--- src/rtl/reg_file_arbiter_if.sv ---
// Bundle of CPU, debug, clear and register-file signals around the arbiter; no latency of its own.
// slave = arbiter side; master = requesters plus register file, which honour cpu_stall and dbg_req/dbg_ack.
interface reg_file_arbiter_if #(
    parameter int DATA_W = 8,
    parameter int ADDR_W = 5
);
    logic              cpu_en;
    logic [DATA_W-1:0] cpu_din;
    logic [ADDR_W-1:0] cpu_adrx;
    logic [ADDR_W-1:0] cpu_adry;
    logic              cpu_wr;
    logic              cpu_stall;
    logic              dbg_req;
    logic              dbg_we;
    logic [ADDR_W-1:0] dbg_adr;
    logic [DATA_W-1:0] dbg_wdata;
    logic              dbg_ack;
    logic [DATA_W-1:0] dbg_rdata;
    logic              clr_start;
    logic              clr_busy;
    logic              clr_done;
    logic [DATA_W-1:0] rf_din;
    logic [ADDR_W-1:0] rf_adrx;
    logic [ADDR_W-1:0] rf_adry;
    logic              rf_wr;
    logic [DATA_W-1:0] rf_dx;

    modport slave (
        input  cpu_en, cpu_din, cpu_adrx, cpu_adry, cpu_wr,
        input  dbg_req, dbg_we, dbg_adr, dbg_wdata,
        input  clr_start, rf_dx,
        output cpu_stall, dbg_ack, dbg_rdata, clr_busy, clr_done,
        output rf_din, rf_adrx, rf_adry, rf_wr
    );

    modport master (
        output cpu_en, cpu_din, cpu_adrx, cpu_adry, cpu_wr,
        output dbg_req, dbg_we, dbg_adr, dbg_wdata,
        output clr_start, rf_dx,
        input  cpu_stall, dbg_ack, dbg_rdata, clr_busy, clr_done,
        input  rf_din, rf_adrx, rf_adry, rf_wr
    );
endinterface

--- src/rtl/reg_file_arbiter.sv ---
// Shares the register file between CPU, debug host and clear sequencer (clear built only with REGARB_CLEAR_EN).
// Debug ack two cycles after req is sampled, clear takes 2**ADDR_W cycles; cpu_stall holds the CPU meanwhile.
module reg_file_arbiter #(
    parameter int                 DATA_W  = 8,
    parameter int                 ADDR_W  = 5,
    parameter logic [DATA_W-1:0]  CLR_VAL = '0
) (
    input  logic               clk,
    input  logic               rst,
    reg_file_arbiter_if.slave  bus
);

    typedef enum logic [1:0] {
        IDLE    = 2'd0,
`ifdef REGARB_CLEAR_EN
        CLEAR   = 2'd1,
`endif
        DBG_ACC = 2'd2,
        DBG_ACK = 2'd3
    } state_t;

    state_t            state;
    state_t            state_nxt;
    logic              clr_done_q;
    logic [DATA_W-1:0] dbg_rdata_q;

`ifdef REGARB_CLEAR_EN
    logic [ADDR_W-1:0] cnt;
    logic [ADDR_W-1:0] cnt_nxt;
    logic              clr_last;

    assign clr_last = (cnt == {ADDR_W{1'b1}});
`endif

    always_comb begin
        state_nxt     = state;
        bus.rf_din    = bus.cpu_din;
        bus.rf_adrx   = bus.cpu_adrx;
        bus.rf_adry   = bus.cpu_adry;
        bus.rf_wr     = 1'b0;
        bus.cpu_stall = 1'b1;
`ifdef REGARB_CLEAR_EN
        cnt_nxt       = cnt;
`endif
        case (state)
            IDLE: begin
                bus.rf_wr     = bus.cpu_wr;
                bus.cpu_stall = 1'b0;
                // Requests are only looked at while the CPU is halted; otherwise they stay pending.
`ifdef REGARB_CLEAR_EN
                if (!bus.cpu_en && bus.clr_start) begin
                    state_nxt = CLEAR;
                    cnt_nxt   = '0;
                end else if (!bus.cpu_en && bus.dbg_req) begin
                    state_nxt = DBG_ACC;
                end
`else
                if (!bus.cpu_en && bus.dbg_req) begin
                    state_nxt = DBG_ACC;
                end
`endif
            end
`ifdef REGARB_CLEAR_EN
            CLEAR: begin
                bus.rf_adrx = cnt;
                bus.rf_din  = CLR_VAL;
                bus.rf_wr   = 1'b1;
                cnt_nxt     = cnt + 1'b1;
                if (clr_last) begin
                    state_nxt = IDLE;
                end
            end
`endif
            DBG_ACC: begin
                bus.rf_adrx = bus.dbg_adr;
                bus.rf_din  = bus.dbg_wdata;
                bus.rf_wr   = bus.dbg_we;
                state_nxt   = DBG_ACK;
            end
            DBG_ACK: begin
                state_nxt = IDLE;
            end
            default: begin
                state_nxt = IDLE;
            end
        endcase
    end

    always_ff @(posedge clk) begin
        if (rst) begin
            state       <= IDLE;
            clr_done_q  <= 1'b0;
            dbg_rdata_q <= '0;
`ifdef REGARB_CLEAR_EN
            cnt         <= '0;
`endif
        end else begin
            state <= state_nxt;
            // rf_dx still shows the pre-write contents here, so a debug write returns the old value.
            if (state == DBG_ACC) begin
                dbg_rdata_q <= bus.rf_dx;
            end
`ifdef REGARB_CLEAR_EN
            cnt        <= cnt_nxt;
            clr_done_q <= (state == CLEAR) && clr_last;
`else
            clr_done_q <= 1'b0;
`endif
        end
    end

    assign bus.dbg_ack   = (state == DBG_ACK);
    assign bus.dbg_rdata = dbg_rdata_q;
    assign bus.clr_done  = clr_done_q;
`ifdef REGARB_CLEAR_EN
    assign bus.clr_busy  = (state == CLEAR);
`else
    assign bus.clr_busy  = 1'b0;
`endif

endmodule

--- src/flat_wrapper.sv ---
// flat-port wrapper written by rule: the top's interface ports become plain ports
module reg_file_arbiter_flat 
#(
    parameter int                 DATA_W  = 8,
    parameter int                 ADDR_W  = 5,
    parameter logic [DATA_W-1:0]  CLR_VAL = '0
)
  (clk, rst, bus_cpu_en, bus_cpu_din, bus_cpu_adrx, bus_cpu_adry, bus_cpu_wr, bus_dbg_req, bus_dbg_we, bus_dbg_adr, bus_dbg_wdata, bus_clr_start, bus_rf_dx, bus_cpu_stall, bus_dbg_ack, bus_dbg_rdata, bus_clr_busy, bus_clr_done, bus_rf_din, bus_rf_adrx, bus_rf_adry, bus_rf_wr);
  reg_file_arbiter_if #(.DATA_W(DATA_W), .ADDR_W(ADDR_W)) bus_i ();
  input  logic clk;
  input  logic rst;
  input wire logic [$bits(bus_i.cpu_en)-1:0] bus_cpu_en;
  input wire logic [$bits(bus_i.cpu_din)-1:0] bus_cpu_din;
  input wire logic [$bits(bus_i.cpu_adrx)-1:0] bus_cpu_adrx;
  input wire logic [$bits(bus_i.cpu_adry)-1:0] bus_cpu_adry;
  input wire logic [$bits(bus_i.cpu_wr)-1:0] bus_cpu_wr;
  input wire logic [$bits(bus_i.dbg_req)-1:0] bus_dbg_req;
  input wire logic [$bits(bus_i.dbg_we)-1:0] bus_dbg_we;
  input wire logic [$bits(bus_i.dbg_adr)-1:0] bus_dbg_adr;
  input wire logic [$bits(bus_i.dbg_wdata)-1:0] bus_dbg_wdata;
  input wire logic [$bits(bus_i.clr_start)-1:0] bus_clr_start;
  input wire logic [$bits(bus_i.rf_dx)-1:0] bus_rf_dx;
  output wire logic [$bits(bus_i.cpu_stall)-1:0] bus_cpu_stall;
  output wire logic [$bits(bus_i.dbg_ack)-1:0] bus_dbg_ack;
  output wire logic [$bits(bus_i.dbg_rdata)-1:0] bus_dbg_rdata;
  output wire logic [$bits(bus_i.clr_busy)-1:0] bus_clr_busy;
  output wire logic [$bits(bus_i.clr_done)-1:0] bus_clr_done;
  output wire logic [$bits(bus_i.rf_din)-1:0] bus_rf_din;
  output wire logic [$bits(bus_i.rf_adrx)-1:0] bus_rf_adrx;
  output wire logic [$bits(bus_i.rf_adry)-1:0] bus_rf_adry;
  output wire logic [$bits(bus_i.rf_wr)-1:0] bus_rf_wr;
  assign bus_i.cpu_en = bus_cpu_en;
  assign bus_i.cpu_din = bus_cpu_din;
  assign bus_i.cpu_adrx = bus_cpu_adrx;
  assign bus_i.cpu_adry = bus_cpu_adry;
  assign bus_i.cpu_wr = bus_cpu_wr;
  assign bus_i.dbg_req = bus_dbg_req;
  assign bus_i.dbg_we = bus_dbg_we;
  assign bus_i.dbg_adr = bus_dbg_adr;
  assign bus_i.dbg_wdata = bus_dbg_wdata;
  assign bus_i.clr_start = bus_clr_start;
  assign bus_i.rf_dx = bus_rf_dx;
  assign bus_cpu_stall = bus_i.cpu_stall;
  assign bus_dbg_ack = bus_i.dbg_ack;
  assign bus_dbg_rdata = bus_i.dbg_rdata;
  assign bus_clr_busy = bus_i.clr_busy;
  assign bus_clr_done = bus_i.clr_done;
  assign bus_rf_din = bus_i.rf_din;
  assign bus_rf_adrx = bus_i.rf_adrx;
  assign bus_rf_adry = bus_i.rf_adry;
  assign bus_rf_wr = bus_i.rf_wr;
  reg_file_arbiter #(.DATA_W(DATA_W), .ADDR_W(ADDR_W), .CLR_VAL(CLR_VAL)) u_core (.clk(clk), .rst(rst), .bus(bus_i));
endmodule
--- config.mk ---
export PLATFORM = sky130hd
export DESIGN_NAME = reg_file_arbiter_flat
export DESIGN_NICKNAME = d
export VERILOG_FILES = /design/src/rtl/reg_file_arbiter_if.sv /design/src/rtl/reg_file_arbiter.sv /design/src/flat_wrapper.sv
export SDC_FILE = /design/constraint.sdc
export NUM_CORES = 1
export LEC_CHECK = 0
export ABC_AREA = 1
export ABC_CLOCK_PERIOD_IN_PS = 1950
export CAP_MARGIN = 20
export CORE_AREA = 5 5 42 44
export CTS_BUF_LIST = sky130_fd_sc_hd__clkbuf_8
export CTS_CLUSTER_DIAMETER = 30
export DETAILED_ROUTE_END_ITERATION = 6
export DIE_AREA = 0 0 47 49
export DONT_BUFFER_PORTS = 1
export PLACE_DENSITY = 0.69
export SKIP_CTS_REPAIR_TIMING = 1
export SLEW_MARGIN = 20
export SYNTH_ARGS = -nofsm -noshare
export SYNTH_HDL_FRONTEND = slang
export SYNTH_SLANG_ARGS = --single-unit
--- constraint.sdc ---
create_clock -name clk -period 1.95 [get_ports clk]
set_input_delay 0.39 -clock clk [delete_from_list [all_inputs] [get_ports clk]]
set_output_delay 0.39 -clock clk [all_outputs]
set_load 0.01 [all_outputs]
==> flow_summary.json <==
{
  "outcome": "finished clean",
  "dieArea_mm2": 0.00230,
  "wirelength_mm": 1.52,
  "use_met3": 0.0517,
  "power_frac_clock": 0.362,
  "die_x_um": 47,
  "vdd.ir_drop.worst_v": 0.000552,
  "cp_slowest_cell": "dfxtp_1",
  "synth_warnings": 0,
  "seq_power_share": 0.429,
  "synth_edf_count": 0,
  "track_usage": 0.120,
  "fin_tns_setup_ps": 0,
  "reg2reg_from": "u_core.state[1]$_SDFFE_PP0P_",
  "setup_viol": 0,
  "end_kind": "output port",
  "fin_cells": 128,
  "setup_ws_ps": 384,
  "synth_compound_area_frac": 0.00703,
  "combPwrFrac": 0.209,
  "route.vias.total": 623,
  "min_from": "bus_dbg_req",
  "synth_most_common_cell": "nand2_1",
  "start_util": 0.508,
  "routedWlPerCell_um": 11.9,
  "path_buf_inv": 2,
  "grt_pass1_vias": 531,
  "synth_area_leaders": "dfxtp_1 28%, nand2_1 28%, buf_4 8.4%",
  "finalCritPeriodShare": 0.803,
  "cts.sinks": 10,
  "grt_busiest_layer": "met2",
  "drv_cap": 0,
  "synth_top_family_by_area": "simple AND/OR/NAND/NOR gates",
  "dp_cells": 125,
  "final_nets": 160,
  "cts_buffer_depth": 2,
  "syn2layout_area_growth_pct": -3.51,
  "synth_area_per_cell_um2": 6.03,
  "dr.first_iter.drc_count": 4,
  "path_clk_slew_ps": 40,
  "clk-insertion-delay-late_ps": 230,
  "drc": 0,
  "synth_mux_area_frac": 0,
  "synth_xor_area_frac": 0,
  "netlist_area_um2": 712,
  "synth-seq-cells": 10,
  "crit_path_frequent_cell": "nand2_1",
  "grt_overflow": 0,
  "fmax_ghz": 0.638,
  "row_count": 14,
  "ant_nets": 0,
  "grt_first_pass_wirelength_mm": 2.13,
  "p_leak_uw": 0.000392,
  "met1_usage": 0.113,
  "hold_class": "input pin to flip-flop",
  "hold_viol": 0,
  "core-area_mm2": 0.00140,
  "crit_arrival_ps": 1180,
  "crit_family": "simple AND/OR/NAND/NOR gates",
  "switching_share": 0.299,
  "hold-worst-slack_ps": 305,
  "crit_type": "flip-flop to output port",
  "cp_cell_sequence": "inv_4 > nor2_8 > inv_2 > nand2_1 > nand2_1",
  "cts-root-buf": "clkbuf_8",
  "startpoint_type": "flip-flop",
  "final.min_clock_period_ps": 1570,
  "cp.required_ps": 1560,
  "final_core_util": 0.490,
  "cts_tree": "yes",
  "grt_util_met2": 0.219,
  "synthArstFlopShare": 0,
  "crit_path_max_fanout": 16,
  "syn_inst": 118,
  "cts_max_level": 1,
  "num_antenna_cells": 0,
  "detail_route.vias_per_cell": 4.87,
  "skew_ps": 4.70,
  "pre_cts_ws_ps": 603,
  "drive_gt1_frac": 0.134,
  "slew_viol_final": 0,
  "synth_largest_area_cell": "dfxtp_1",
  "ys_top_cells_by_count": "53 x nand2_1, 11 x nor2_1, 10 x dfxtp_1, 10 x inv_1, 9 x nand3_1",
  "power_density_mw_per_mm2": 814,
  "synth_fa_ha_area_frac": 0,
  "startpoint": "u_core.state[1]$_SDFFE_PP0P_",
  "antenna_found_initial": 0,
  "yosysUniqueCellTypes": 14,
  "synth-simple-area-share": 0.482,
  "die_h_um": 49,
  "rsz0062_at_grt": "false",
  "io_pins": 77,
  "p_int_uw": 392,
  "gp_congestion": 0.606,
  "seq_area_frac_synth": 0.281,
  "io_buffers": 0,
  "synth_top_area_frac": 0.281,
  "netSwitchingPower_uw": 167,
  "drt_pass1_iterations": 4,
  "grt_max_degree": 17,
  "place_hpwl_mm": 1.27,
  "ys.flop_type": "dfxtp_1",
  "cp_slowest_stage_delay_ps": 360,
  "cts_made_buffers": 3
}
[logic make-up (layout without fill, tap and decap cells)]
family / after synthesis / in the layout
AO/OA/AOI/OAI: 1 / 1
buffers and inverters: 26 / 19
flip-flops: 10 / 10
other: 1 / 2
AND/OR/NAND/NOR: 80 / 80
[final timing paths]
path | slack [ps] | end | cells past startpoint
max | 380 | bus_rf_din[4] | 5
min | 300 | u_core.state[1]$_SDFFE_PP0P_ | 2
min reg2reg | 520 | u_core.state[0]$_SDFFE_PP0P_ | 2
max reg2reg | 910 | u_core.bus.dbg_rdata[4]$_SDFFE_PP0N_ | 5
[sequential cells by signal (all words and copies together) (netlist names)]
register              flops
u_core.bus.dbg_rdata      8
u_core.state              2
[cell type report]
class	count	area, um2
Inverter	14	55.1
Clock buffer	3	41.3
Sequential cell	10	200
Timing Repair Buffer	2	15.0
Tap cell	16	20.0
Fill cell	156	714
Multi-Input combinational cell	83	355
[per-stage QoR]
stage	total power [uW]	cell area [um2]
after floorplan	368	716
final	559	687
after detailed placement	364	646
after global routing	603	687
after global placement	360	646
after CTS	565	687
[cells in the final DEF, fill, tap and decap left out, drive strengths merged]
cell type	count
buf	2
dfxtp	10
nand3	9
clkinv	1
nand2	53
conb	2
inv	13
nor2	18
a21oi	1
clkbuf	3
[metal layers]
layer  up-vias  share of wire  wire length, um
met1       254           0.35              530
met2        41           0.48              736
met3         4           0.16              237
met5         -              0                0
met4         0         0.0092               14
li1        324              -                -
[power by group through the flow]
stage               combinational, uW  clock [uW]  sequential (uW)
global placement                  116           0              244
global route                      136         225              243
finish                            117         202              240
CTS                               120         205              241
floorplan                         127           0              241
detailed placement                119           0              245
Power figures use the tool's default switching activity.
